==> config.mk <==
export PLATFORM = sky130hd
export DESIGN_NAME = store_trace_sink
export DESIGN_NICKNAME = d
export VERILOG_FILES = /design/src/rtl/store_trace_pkg.sv /design/src/rtl/shadow_ram.sv /design/src/rtl/store_trace_sink.sv
export SDC_FILE = /design/constraint.sdc
export NUM_CORES = 1
export LEC_CHECK = 0
export ABC_AREA = 1
export BUFFER_PORTS_ARGS = -buffer_cell sky130_fd_sc_hd__buf_4
export CORE_MARGIN = 2
export CORE_UTILIZATION = 50
export CTS_BUF_LIST = sky130_fd_sc_hd__clkbuf_8 sky130_fd_sc_hd__clkbuf_16
export DETAILED_ROUTE_END_ITERATION = 12
export HOLD_SLACK_MARGIN = 0.06
export PLACE_DENSITY = 0.66
export SYNTH_ARGS = -nofsm -noshare
export SYNTH_HDL_FRONTEND = slang
export SYNTH_SLANG_ARGS = --single-unit
==> constraint.sdc <==
create_clock -name CK -period 5.09 [get_ports CK]
set_input_delay 1.2725 -clock CK [delete_from_list [all_inputs] [get_ports CK]]
set_output_delay 1.2725 -clock CK [all_outputs]
set_load 0.02 [all_outputs]
==> src/rtl/store_trace_pkg.sv <==
// Shared defaults and FSM state type for the store-trace sink.
package store_trace_pkg;

  localparam int STP_AW    = 5;
  localparam int STP_DW    = 32;
  localparam int STP_CNT_W = 8;

  typedef enum logic [1:0] {
    CAPTURE = 2'd0,
    SCAN    = 2'd1,
    HOLD    = 2'd2,
    FIN     = 2'd3
  } state_e;

endpackage

==> src/rtl/shadow_ram.sv <==
// Shadow copy of core data memory: one synchronous write port, one asynchronous read port.
module shadow_ram #(
  parameter int AW = 5,
  parameter int DW = 32
) (
  input  logic          CK,
  input  logic          we_i,
  input  logic [AW-1:0] waddr_i,
  input  logic [DW-1:0] wdata_i,
  input  logic [AW-1:0] raddr_i,
  output logic [DW-1:0] rdata_o
);

  logic [DW-1:0] mem_q [2**AW];

  always_ff @(posedge CK) begin
    if (we_i) mem_q[waddr_i] <= wdata_i;
  end

  assign rdata_o = mem_q[raddr_i];

endmodule

==> src/rtl/store_trace_sink.sv <==
// Captures core stores into a shadow memory, then streams every written word out on DONE.
//   state   | meaning
//   CAPTURE | accepting stores, waiting for DONE
//   SCAN    | examining one index per cycle for a written word
//   HOLD    | dump beat presented, waiting for DUMP_READY
//   FIN     | dump complete, idle until RESET
module store_trace_sink
  import store_trace_pkg::*;
#(
  parameter int AW    = STP_AW,
  parameter int DW    = STP_DW,
  parameter int CNT_W = STP_CNT_W
) (
  input  logic             CK,
  input  logic             RESET,
  input  logic             DONE,
  input  logic [AW-1:0]    OUTADDR,
  input  logic [DW-1:0]    OUTDATA,
  input  logic             OUTVALID,
  input  logic             DUMP_READY,
  output logic             DUMP_VALID,
  output logic [AW-1:0]    DUMP_ADDR,
  output logic [DW-1:0]    DUMP_DATA,
  output logic             FINISHED,
  output logic [CNT_W-1:0] WR_COUNT,
  output logic [CNT_W-1:0] OVERWRITE_COUNT,
  output logic [CNT_W-1:0] LATE_COUNT
);

  state_e             state_q;
  logic [AW-1:0]      idx_q;
  logic [2**AW-1:0]   written_q;
  logic               dump_valid_q;
  logic [AW-1:0]      dump_addr_q;
  logic [DW-1:0]      dump_data_q;
  logic               finished_q;
  logic [CNT_W-1:0]   wr_count_q;
  logic [CNT_W-1:0]   overwrite_count_q;
  logic [CNT_W-1:0]   late_count_q;

  logic               ram_we;
  logic [DW-1:0]      ram_rdata;

  // Shadow data survives reset; only the written bits decide what gets dumped.
  assign ram_we = OUTVALID && !RESET && (state_q == CAPTURE);

  shadow_ram #(.AW(AW), .DW(DW)) u_shadow_ram (
    .CK      (CK),
    .we_i    (ram_we),
    .waddr_i (OUTADDR),
    .wdata_i (OUTDATA),
    .raddr_i (idx_q),
    .rdata_o (ram_rdata)
  );

  always_ff @(posedge CK) begin
    if (RESET) begin
      state_q           <= CAPTURE;
      idx_q             <= '0;
      written_q         <= '0;
      dump_valid_q      <= 1'b0;
      dump_addr_q       <= '0;
      dump_data_q       <= '0;
      finished_q        <= 1'b0;
      wr_count_q        <= '0;
      overwrite_count_q <= '0;
      late_count_q      <= '0;
    end else begin
      case (state_q)
        CAPTURE: begin
          if (OUTVALID) begin
            written_q[OUTADDR] <= 1'b1;
            if (wr_count_q != '1) wr_count_q <= wr_count_q + 1'b1;
            if (written_q[OUTADDR] && overwrite_count_q != '1)
              overwrite_count_q <= overwrite_count_q + 1'b1;
          end
          if (DONE) begin
            state_q <= SCAN;
            idx_q   <= '0;
          end
        end
        SCAN: begin
          if (written_q[idx_q]) begin
            dump_valid_q <= 1'b1;
            dump_addr_q  <= idx_q;
            dump_data_q  <= ram_rdata;
            state_q      <= HOLD;
          end else if (idx_q == '1) begin
            state_q <= FIN;
          end else begin
            idx_q <= idx_q + 1'b1;
          end
        end
        HOLD: begin
          if (DUMP_READY) begin
            dump_valid_q <= 1'b0;
            if (idx_q == '1) begin
              state_q <= FIN;
            end else begin
              idx_q   <= idx_q + 1'b1;
              state_q <= SCAN;
            end
          end
        end
        FIN: begin
          finished_q   <= 1'b1;
          dump_valid_q <= 1'b0;
        end
        default: state_q <= CAPTURE;
      endcase

      if (OUTVALID && state_q != CAPTURE && late_count_q != '1)
        late_count_q <= late_count_q + 1'b1;
    end
  end

  assign DUMP_VALID      = dump_valid_q;
  assign DUMP_ADDR       = dump_addr_q;
  assign DUMP_DATA       = dump_data_q;
  assign FINISHED        = finished_q;
  assign WR_COUNT        = wr_count_q;
  assign OVERWRITE_COUNT = overwrite_count_q;
  assign LATE_COUNT      = late_count_q;

endmodule

======== Word-level counts from Yosys, hierarchy flattened ========
Memory sizes are Yosys's and may differ from the RTL's. A register that Yosys moved wholly into a read port is not among the register bits.
Cells that the tools add are included.
storage, ports and cells
  bits in registers ....................... 70
  latch bits .............................. 0
  RAM bits ................................ 1,024
  bits in read-only memories .............. 0
  input bits .............................. 42
  output and inout port bits .............. 63
  memories kept ........................... 1
cells by class
  add/subtract/negate cells ............... 4
  multiply operators ...................... 0
  div/mod/pow operators ................... 0
  magnitude comparators ................... 3
  equality and inequality tests ........... 12
  shift operators ......................... 0
  mux-type cells .......................... 22
  bitwise gates (word level) .............. 1
  reductions and logical operators ........ 18
memory list
  name                depth  bits a word  read ports  clocked after Yosys merged registers in  write ports  line              source
  u_shadow_ram.mem_q  32     32           1           1                                        1            shadow_ram.sv:14  logic [DW-1:0] mem_q [2**AW];
operator list
  operator                                                            count
  OR 32 bit                                                           1
  adder 8 x 1 -> 8 bit (second input constant)                        3
  != test 8 bit (second input constant)                               3
  2-to-1 mux 5 bit                                                    4
  one-hot mux 5 bit (3 select lines)                                  1
  less-than comparator 5 x 6 -> 1 bit (second input constant)         2
  binary-select mux 1 bit (select 5 bit)                              2
  2-to-1 mux 2 bit                                                    5
  AND reduction 3 bit                                                 3
  != test 2 bit (second input constant)                               4
  AND reduction 4 bit                                                 2
  2-to-1 mux 1 bit                                                    7
  logical AND 1 bit                                                   6
  one-hot mux 2 bit (3 select lines)                                  1
  nonzero test 3 bit                                                  2
  adder 5 x 1 -> 5 bit (second input constant)                        1
  demux 1 bit (select 5 bit)                                          1
  equality test 5 bit (second input constant)                         1
  greater-or-equal comparator 5 x 1 -> 1 bit (second input constant)  1
  equality test 2 bit (second input constant)                         2
  AND reduction 2 bit                                                 2
  != test 3 bit (second input constant)                               1
  one-hot mux 1 bit (3 select lines)                                  1
  equality test 2 x 1 -> 1 bit (second input constant)                1
  3 further kinds                                                     3

======== Logic depth before layout (Yosys ltp) ========
Gate-level depths: netlist of run 1.
  depth after elaboration ................. 5
  mapped depth ............................ 16
  mapped depth without buffers ............ 13

======== Hierarchy ========
A second synthesis of run 1 with hierarchy kept.
second synthesis, totals
  cells, all modules ...................... 4,122
  area total of the unflattened synthesis .. 46,273.1 um2
modules (own cells, without submodules)
  module            instances  cells an instance  area an instance (um2)  sequential area each (um2)
  shadow_ram        1          3,504              41,765.1                30,749.5
  store_trace_sink  1          618                4,508.1                 2,042.0

======== Worst setup path before layout of run 1 ========
OpenSTA, ideal clock, no wires.
  path type ............................... input port to flip-flop
  start point ............................. input port RESET
  end point ............................... memory u_shadow_ram.mem_q[10][0] (enable)
  arrival ................................. 3,353 ps
  path slack .............................. 1,316 ps
  stages on the path ...................... 5
  path buffers ............................ 2
  cell sequence ........................... clkbuf_1 nor2_1 nand2_1 clkbuf_1 nor2_1
on the way
  word-level cells in the longest chain between the ends .. 5
ends and longest elaborated chain
  what                                    line                    source
  from (decl)                             store_trace_sink.sv:15  input logic RESET,
  logical NOT 1 bit                       store_trace_sink.sv:45  assign ram_we = OUTVALID && !RESET && (state_q == CAPTURE);
  logical AND 1 bit (2 in series)         store_trace_sink.sv:45
  2-to-1 mux 1 bit                        shadow_ram.sv:17        if (we_i) mem_q[waddr_i] <= wdata_i;
  2-to-1 mux 1 bit (not written as such)  shadow_ram.sv:17
  to (decl)                               shadow_ram.sv:14
No other way between the ends.

======== Worst setup path after layout of run 1 ========
  start point ............................. register idx_q[0]
  end point ............................... register dump_data_q[14] (netlist: DUMP_DATA[14]), read port of u_shadow_ram.mem_q
on the way
  word-level cells in the longest chain between the ends .. 3
ends and longest elaborated chain
  what                                    line                     source
  from (decl)                             store_trace_sink.sv:31   logic [AW-1:0] idx_q;
  from (signal assigned)                  store_trace_sink.sv:91   idx_q <= idx_q + 1'b1;
  from (signal assigned)                  store_trace_sink.sv:100  idx_q <= idx_q + 1'b1;
  binary-select mux 1 bit (select 5 bit)  store_trace_sink.sv:83   if (written_q[idx_q]) begin
  2-to-1 mux 1 bit (not written as such)  store_trace_sink.sv:83
  AND reduction 2 bit (no source line)    n/a
  to (decl)                               store_trace_sink.sv:35   logic [DW-1:0] dump_data_q;
Several ways; a longest one is shown, not always the timed one. The select of a mux whose other input is x is not followed.
A chain may end at the register's enable or synchronous reset.

==> results of run 1 <==
-- state kept, by name, indices dropped and copies added (netlist names) --
| name | flops |
|---|---|
| idx_q | 5 |
| u_shadow_ram.mem_q | 1024 |
| OVERWRITE_COUNT | 8 |
| DUMP_ADDR | 5 |
| LATE_COUNT | 8 |
| DUMP_VALID | 1 |
| state_q | 2 |
| written_q | 32 |
| WR_COUNT | 8 |
| FINISHED | 1 |
| DUMP_DATA | 32 |
-- power by group --
group / internal [uW] / switching, uW / total [uW]
clock network: 4650 / 3480 / 8120
registers: 10200 / 119 / 10300
logic: 942 / 2670 / 3620
total: 15800 / 6270 / 22000
-- worst register-to-register path: cells and delay by family (launching register included) --
family | cells | cell delay [ps]
buffers and inverters | 2 | 1320
flip-flops | 1 | 570
AO/OA/AOI/OAI | 2 | 630
AND/OR/NAND/NOR | 6 | 720
-- cells by family (layout without fill, tap and decap cells) --
logic type / after synthesis / count (layout) / share of synthesized area, %
buffers and inverters: 298 / 425 / 3.374
AOI/OAI and AO/OA: 901 / 901 / 11.61
and+or+nand+nor: 1370 / 1370 / 12.02
DFF: 1126 / 1126 / 72.59
xor gates and xnor gates: 7 / 7 / 0.1357
adders and majority gates: 10 / 10 / 0.2770
-- worst min-delay path by stage --
stage | from | endpoint | slack, ps | cells after the start
2_1_floorplan | written_q[31] | written_q[31] | 450 | 2
3_3_place_gp | DUMP_VALID | DUMP_VALID | 450 | 2
3_5_place_dp | DUMP_VALID | DUMP_VALID | 460 | 2
4_1_cts | DUMP_VALID | DUMP_VALID | 470 | 2
5_1_grt | DUMP_VALID | DUMP_VALID | 500 | 2
6_report | DUMP_VALID | DUMP_VALID | 470 | 2
-- per-stage QoR --
step / power, uW / setup slack [ps]
after floorplan: 13080 / 1316
after CTS: 22100 / 1822
after detailed placement: 14070 / 1376
after global placement: 14040 / 1381
after global routing: 22870 / 1545
final: 22030 / 1771
-- layout by cell type, fill, tap and decap left out, types with 2 or more instances in the layout --
cell type	count
sky130_fd_sc_hd__a21oi_1	28
sky130_fd_sc_hd__a22oi_1	16
sky130_fd_sc_hd__buf_12	9
sky130_fd_sc_hd__buf_4	156
sky130_fd_sc_hd__bufinv_16	10
sky130_fd_sc_hd__clkbuf_16	115
sky130_fd_sc_hd__clkbuf_8	3
sky130_fd_sc_hd__clkinv_1	31
sky130_fd_sc_hd__clkinv_2	20
sky130_fd_sc_hd__clkinv_8	2
sky130_fd_sc_hd__clkinvlp_4	6
sky130_fd_sc_hd__dfxtp_1	97
sky130_fd_sc_hd__dfxtp_4	4
sky130_fd_sc_hd__edfxtp_1	1024
sky130_fd_sc_hd__ha_1	10
sky130_fd_sc_hd__inv_1	59
sky130_fd_sc_hd__inv_16	2
sky130_fd_sc_hd__inv_2	4
sky130_fd_sc_hd__inv_6	6
sky130_fd_sc_hd__nand2_1	307
sky130_fd_sc_hd__nand3_1	173
sky130_fd_sc_hd__nand3_2	3
sky130_fd_sc_hd__nand4_1	6
sky130_fd_sc_hd__nor2_1	831
sky130_fd_sc_hd__nor2_2	3
sky130_fd_sc_hd__nor2_4	32
sky130_fd_sc_hd__nor3_1	9
sky130_fd_sc_hd__nor4_1	3
sky130_fd_sc_hd__o211ai_1	224
sky130_fd_sc_hd__o21ai_0	432
sky130_fd_sc_hd__o21ai_1	163
sky130_fd_sc_hd__o221ai_1	32
sky130_fd_sc_hd__o22ai_1	2
sky130_fd_sc_hd__xnor2_1	4
sky130_fd_sc_hd__xor2_1	3
-- routing by layer --
layer	vias to the layer above	share of wire [%]
li1	13510	-
met1	14660	43
met2	1377	46
met3	157	9.2
met4	0	2.0
met5	-	0
-- area by class of cell --
cell class / instances / area [um2] / area share [%]
sequential: 1126 / 32810 / 64.85
timing repair buffer: 165 / 1351 / 2.671
multi-input combinational: 2288 / 11100 / 21.94
inverter: 50 / 216.5 / 0.4279
clock buffer: 118 / 2919 / 5.770
tap: 1176 / 1471 / 2.909
clock inverter: 92 / 724.4 / 1.432
==> results.rst, run 1 <==
.. list-table::
   :header-rows: 1

   * - Metric
     - Value
   * - Most utilized layer in the global route result
     - met2
   * - Count of boundary I/O pins
     - 105
   * - M2 GR Usage
     - 38.08%
   * - Largest area contributor in the netlist
     - sky130_fd_sc_hd__edfxtp_1
   * - Worst-path cell with the longest stage delay
     - sky130_fd_sc_hd__buf_4
   * - Number of unique standard cell types used by synthesis
     - 39
   * - Via/cell ratio
     - 5.922
   * - Fin nets
     - 3796
   * - Largest stage delay on the critical path
     - 660 ps
   * - Most common cell in the netlist
     - sky130_fd_sc_hd__edfxtp_1
   * - Combined global-route utilization of all metal layers
     - 24.61%
   * - Portion of the post-synthesis area used by sequential elements
     - 72.59%
   * - Via count
     - 29700
   * - Fraction of final layout cells sized beyond drive strength 1
     - 9.898%
   * - EDFF count, synth
     - 1024
   * - Setup Crit Path Kind
     - register to register
   * - Max IR drop VDD
     - 0.0003291 V
   * - Die Width
     - 304.6 um
   * - Synthesized net count
     - 3764
   * - Crit path from
     - idx_q[0]
   * - Cell occurring most often along the worst timing path
     - sky130_fd_sc_hd__nand2_1
   * - Routed wire length
     - 116.4 mm
   * - Startpoint type of the worst setup path
     - register
   * - Period utilization
     - 65.20%
   * - Detailed-route DRC error count
     - 0
   * - Setup tns final
     - 0 ps
   * - Clock period minus final worst setup slack
     - 3319 ps
   * - Number of iterations in the first detailed-routing pass
     - 6
   * - Row cnt
     - 110
   * - Number of cells in the finished layout apart from fillers
     - 5015
   * - Synth Area per Inst
     - 12.17 um2
   * - Final weighted congestion in routability-driven placement
     - 0.8284
   * - IO buf count
     - 104
   * - Hold Fails Final Rpt
     - 0
   * - Tightest Pin Transition
     - 1044 ps
   * - Overflow after GRT
     - 0
   * - Largest net degree at the start of global routing
     - 181
   * - RSZ-0062 raised after global routing
     - no
   * - Clock edge transition at the registers on the reported setup and hold paths
     - 70 ps
   * - Die boundary height
     - 304.6 um
   * - Number of storage elements in the synthesis netlist
     - 1126
   * - Sinks on the clock net
     - 1126
   * - Worst reg2reg path depth
     - 10
   * - Number of buffers on the longest clock path
     - 3
   * - Pwr Density
     - 435.5 mW/mm2
   * - Maximum operating frequency
     - 0.3013 GHz
   * - Iter 0 DRT Violations
     - 3932
   * - Static power due to leakage
     - 0.01686 uW
   * - Antenna diode count
     - 0
   * - Antenna Nets Post-Route
     - 0
   * - Final Skew
     - 31.16 ps
   * - Capturing element type of the critical path
     - register
   * - Clock insertion delay at the later pin of the skew report
     - 690 ps
   * - Cell count after placement
     - 4805
   * - Netlist area before placement
     - 0.04517 mm2
   * - Cell area after placement
     - 0.04695 mm2
   * - Reg2reg setup slack
     - 1770 ps
   * - Series of cell instances along the critical path
     - inv_16 -> buf_4 -> o21ai_0 -> o221ai_1 -> nand3_1 -> nand2_1 -> nand2_1 -> nand2_1 -> nor2_1 -> nor2_1
   * - DIE AREA
     - 0.09277 mm2
   * - Top post-synthesis cells by count
     - sky130_fd_sc_hd__edfxtp_1 (1024), sky130_fd_sc_hd__nor2_1 (863), sky130_fd_sc_hd__o21ai_0 (432), sky130_fd_sc_hd__nand2_1 (307), sky130_fd_sc_hd__o211ai_1 (224)
   * - Top flip-flop cell by instance count after synthesis
     - sky130_fd_sc_hd__edfxtp_1
   * - CTS H-Tree Depth
     - 3
   * - Area delta synth->final
     - 11.99%
   * - Core ar.
     - 0.08974 mm2
   * - Ys async rst share
     - 0%
   * - Detailed placer's ending HPWL
     - 66.65 mm
   * - Initial standard-cell utilization of the core
     - 50.34%
   * - Number of logic stages on the critical path including buffering
     - 10
   * - Relative slew slack
     - 30.39%
   * - Number of buffer and inverter stages on the critical path
     - 2
   * - Number of antenna violations at the first check in global routing
     - 2
   * - GR Util met3
     - 4.172%
   * - Gate family responsible for the most delay along the worst path
     - buffers and inverters
   * - Run status
     - complete, no violations
   * - Root buffer selected by CTS
     - sky130_fd_sc_hd__clkbuf_16
   * - Post-layout util
     - 56.37%
   * - TritonCTS clock tree
     - built
   * - Design area
     - 0.05059 mm2
   * - Filler cell count
     - 7338
   * - Buffers inserted by post-CTS timing repair
     - 0
   * - Area share of the largest cell type after synthesis
     - 68.07%
   * - Routed WL per cell
     - 23.21 um
   * - Synth area leaders
     - sky130_fd_sc_hd__edfxtp_1 (68%), sky130_fd_sc_hd__nor2_1 (7.2%), sky130_fd_sc_hd__o21ai_0 (4.8%), sky130_fd_sc_hd__dfxtp_1 (4.5%), sky130_fd_sc_hd__o211ai_1 (3.7%)
   * - Global routing usage on met1
     - 36.38%
   * - TritonCTS Buffers
     - 113
   * - Post-CTS sizing
     - 0
   * - YS warnings
     - 0
   * - Fin Hold WS
     - 470.1 ps
   * - Critical path peak fanout
     - 168
   * - Final-report max-slew violation count
     - 0
   * - Capturing point of the worst reg2reg path
     - DUMP_DATA[14]
   * - Required time worst endpoint
     - 5700 ps
   * - Reg-to-Reg Start
     - idx_q[0]
   * - HP Class
     - register to register
   * - Max-cap violations
     - 0
   * - Endpoint arrival time on the critical path
     - 3930 ps
   * - Number of global-route vias before repair
     - 27910
   * - Quantity of hold-fixing buffers added after cts
     - 0
   * - Wire length of the first global-routing pass
     - 174.4 mm
   * - End point of the critical path
     - DUMP_DATA[14]
   * - Number of instances in the synthesized netlist
     - 3712
   * - Setup violators final
     - 0
Note: power is estimated with default switching activity, not from simulation.
==> inputs of run 2 (changes only) <==
--- a/config.mk
+++ b/config.mk
@@ -12,7 +12,7 @@
 export CTS_BUF_LIST = sky130_fd_sc_hd__clkbuf_8 sky130_fd_sc_hd__clkbuf_16
 export DETAILED_ROUTE_END_ITERATION = 12
 export HOLD_SLACK_MARGIN = 0.06
-export PLACE_DENSITY = 0.66
+export PLACE_DENSITY = 0.69
 export SYNTH_ARGS = -nofsm -noshare
 export SYNTH_HDL_FRONTEND = slang
 export SYNTH_SLANG_ARGS = --single-unit
==> constraint.sdc (replaced) <==
create_clock -name CK -period 2.9 [get_ports CK]
set_input_delay 0.725 -clock CK [delete_from_list [all_inputs] [get_ports CK]]
set_output_delay 0.725 -clock CK [all_outputs]
set_load 0.02 [all_outputs]
==> results.rst, run 2 (synthesized netlist as in run 1, its figures left out) <==
.. list-table::
   :header-rows: 1

   * - Metric
     - Value
   * - Run status
     - complete, no violations (unchanged)
   * - TritonCTS clock tree
     - built (unchanged)
   * - Row cnt
     - 110 (unchanged)
   * - Endpoint arrival time on the critical path
     - 3280 ps (was 3930 ps)
   * - Setup Crit Path Kind
     - register to register (unchanged)
   * - Largest net degree at the start of global routing
     - 153 (was 181)
   * - Fin Hold WS
     - 426.3 ps (was 470.1 ps)
   * - Setup violators final
     - 0 (unchanged)
   * - Post-CTS sizing
     - 0 (unchanged)
   * - CTS H-Tree Depth
     - 3 (unchanged)
   * - Combined global-route utilization of all metal layers
     - 25.93% (was 24.61%)
   * - IO buf count
     - 104 (unchanged)
   * - Register with the highest flop count
     - u_shadow_ram.mem_q (unchanged)
   * - Most common cell after layout, fill and taps aside
     - sky130_fd_sc_hd__edfxtp_1 (unchanged)
   * - Via count
     - 30390 (was 29700)
   * - TritonCTS Buffers
     - 110 (was 113)
   * - Count of boundary I/O pins
     - 105 (unchanged)
   * - Worst reg2reg path depth
     - 12 (was 10)
   * - Core ar.
     - 0.08974 mm2 (unchanged)
   * - Hold depth
     - 1 (was 2)
   * - Final-report max-slew violation count
     - 0 (unchanged)
   * - Max IR drop VDD
     - 0.0005087 V (was 0.0003291 V)
   * - Relative slew slack
     - 46.54% (was 30.39%)
   * - Die boundary height
     - 304.6 um (unchanged)
   * - Final Skew
     - 31.28 ps (was 31.16 ps)
   * - Area delta synth->final
     - 14.15% (was 11.99%)
   * - Combinational share of power
     - 16.3% (was 16.4%)
   * - Setup tns final
     - 0 ps (unchanged)
   * - Via/cell ratio
     - 6.010 (was 5.922)
   * - Clock period minus final worst setup slack
     - 2643 ps (was 3319 ps)
   * - Design Power
     - 38710 uW (was 22030 uW)
   * - Required time worst endpoint
     - 3540 ps (was 5700 ps)
   * - Clock share of power
     - 37.3% (was 36.9%)
   * - RSZ-0062 raised after global routing
     - no (unchanged)
   * - Number of flip-flops under the largest register name
     - 1024 (unchanged)
   * - Top library cells by usage in the layout, fill and taps aside
     - sky130_fd_sc_hd__edfxtp_1 (1024), sky130_fd_sc_hd__nor2_1 (831), sky130_fd_sc_hd__o21ai_0 (432) (unchanged)
   * - Tightest Pin Transition
     - 801.8 ps (was 1044 ps)
   * - HP Class
     - primary input to register (was register to register)
   * - Overflow after GRT
     - 0 (unchanged)
   * - Wire length of the first global-routing pass
     - 181.8 mm (was 174.4 mm)
   * - Clock insertion delay at the later pin of the skew report
     - 700 ps (was 690 ps)
   * - Period utilization
     - 91.14% (was 65.20%)
   * - Critical path peak fanout
     - 116 (was 168)
   * - Capturing element type of the critical path
     - register (unchanged)
   * - Pint
     - 27870 uW (was 15760 uW)
   * - Number of cells in the finished layout apart from fillers
     - 5056 (was 5015)
   * - Fraction of final layout cells sized beyond drive strength 1
     - 11.03% (was 9.898%)
   * - Sinks on the clock net
     - 1126 (unchanged)
   * - Number of buffers on the longest clock path
     - 3 (unchanged)
   * - Pwr Density
     - 750.7 mW/mm2 (was 435.5 mW/mm2)
   * - Iter 0 DRT Violations
     - 4216 (was 3932)
   * - Routed WL per cell
     - 24.08 um (was 23.21 um)
   * - Quantity of hold-fixing buffers added after cts
     - 0 (unchanged)
   * - Routed wire length
     - 121.8 mm (was 116.4 mm)
   * - Number of global-route vias before repair
     - 28720 (was 27910)
   * - Clock edge transition at the registers on the reported setup and hold paths
     - 60 ps (was 70 ps)
   * - Max-cap violations
     - 0 (unchanged)
   * - Final weighted congestion in routability-driven placement
     - 0.8467 (was 0.8284)
   * - Power share of the sequential group
     - 46.5% (was 46.7%)
   * - Root buffer selected by CTS
     - sky130_fd_sc_hd__clkbuf_16 (unchanged)
   * - Number of antenna violations at the first check in global routing
     - 2 (unchanged)
   * - Antenna Nets Post-Route
     - 0 (unchanged)
   * - Detailed placer's ending HPWL
     - 62.92 mm (was 66.65 mm)
   * - Detailed-route DRC error count
     - 0 (unchanged)
   * - Initial standard-cell utilization of the core
     - 50.34% (unchanged)
   * - Fin nets
     - 3836 (was 3796)
   * - Number of iterations in the first detailed-routing pass
     - 6 (unchanged)
   * - Cell count after placement
     - 4848 (was 4805)
   * - Startpoint type of the worst setup path
     - register (unchanged)
   * - DIE AREA
     - 0.09277 mm2 (unchanged)
   * - Die Width
     - 304.6 um (unchanged)
   * - Maximum operating frequency
     - 0.3783 GHz (was 0.3013 GHz)
   * - Static power due to leakage
     - 0.01728 uW (was 0.01686 uW)
   * - Hold Fails Final Rpt
     - 0 (unchanged)
   * - Switching part of the total power
     - 28.00% (was 28.47%)
   * - Switching power total
     - 10840 uW (was 6271 uW)
   * - Buffers inserted by post-CTS timing repair
     - 0 (unchanged)
-- run 2: changes by cell type in the layout (fill, tap and decap cells not counted), moves of 4 or more --
cell,previous run,this run
sky130_fd_sc_hd__clkinv_1,31,18
sky130_fd_sc_hd__clkbuf_16,115,111
sky130_fd_sc_hd__buf_12,9,57
sky130_fd_sc_hd__buf_4,156,151
sky130_fd_sc_hd__inv_1,59,64
sky130_fd_sc_hd__inv_6,6,2
-- run 2: power by group through the flow --
stage               logic, uW  registers, uW  clock network [uW]
global route             6990          18000               15200
global placement         6120          18300                   0
detailed placement       6210          18300                   0
floorplan                4630          18300                   0
CTS                      6260          18000               14600
finish                   6290          18000               14400
-- run 2: stage by stage --
stage                     instance area (um2)  utilization (%)  setup slack, ps
after floorplan                         45170                -           -326.4
after global placement                  47870            53.34            319.1
after detailed placement                47870            53.34            291.9
after CTS                               51560            57.46            311.8
after global routing                    51560            57.46            70.84
final                                   51560            57.46            256.9
-- run 2: final timing paths --
check,start,to,slack [ps]
max,idx_q[0],DUMP_DATA[14],260
min,OUTDATA[13],u_shadow_ram.mem_q[10][13],430
max reg2reg,idx_q[0],DUMP_DATA[14],260
min reg2reg,DUMP_VALID,DUMP_VALID,470
-- run 2: final cells by class --
cell class | count | area [um2]
fillers | 7075 | 38170
flip-flops and latches | 1126 | 32810
multi-input cells | 2288 | 11100
clock buffers | 116 | 2846
repair buffers | 208 | 2275
well taps | 1176 | 1471
clock inverters | 91 | 848.3
inverters | 50 | 215.2
diodes | 1 | 2.502
-- run 2: metal layers --
layer	track usage (%)	vias up	share of wire, %
li1	-	13610	-
met1	36.97	15050	41
met2	41.16	1530	47
met3	4.562	198	9.6
met4	7.426	2	2.5
met5	0	-	0.011
-- run 2: worst max-delay path, cell delays in order, from the launching register on --
cell and delay, ps:
sky130_fd_sc_hd__dfxtp_4 570, sky130_fd_sc_hd__buf_12 390, sky130_fd_sc_hd__buf_12 370, sky130_fd_sc_hd__nor2_1 90
sky130_fd_sc_hd__nor2_1 90, sky130_fd_sc_hd__o21ai_1 80, sky130_fd_sc_hd__o211ai_1 110, sky130_fd_sc_hd__nand3_1 120
sky130_fd_sc_hd__nand2_1 100, sky130_fd_sc_hd__nand2_1 50, sky130_fd_sc_hd__nand2_1 190, sky130_fd_sc_hd__nor2_1 80
sky130_fd_sc_hd__nor2_1 100
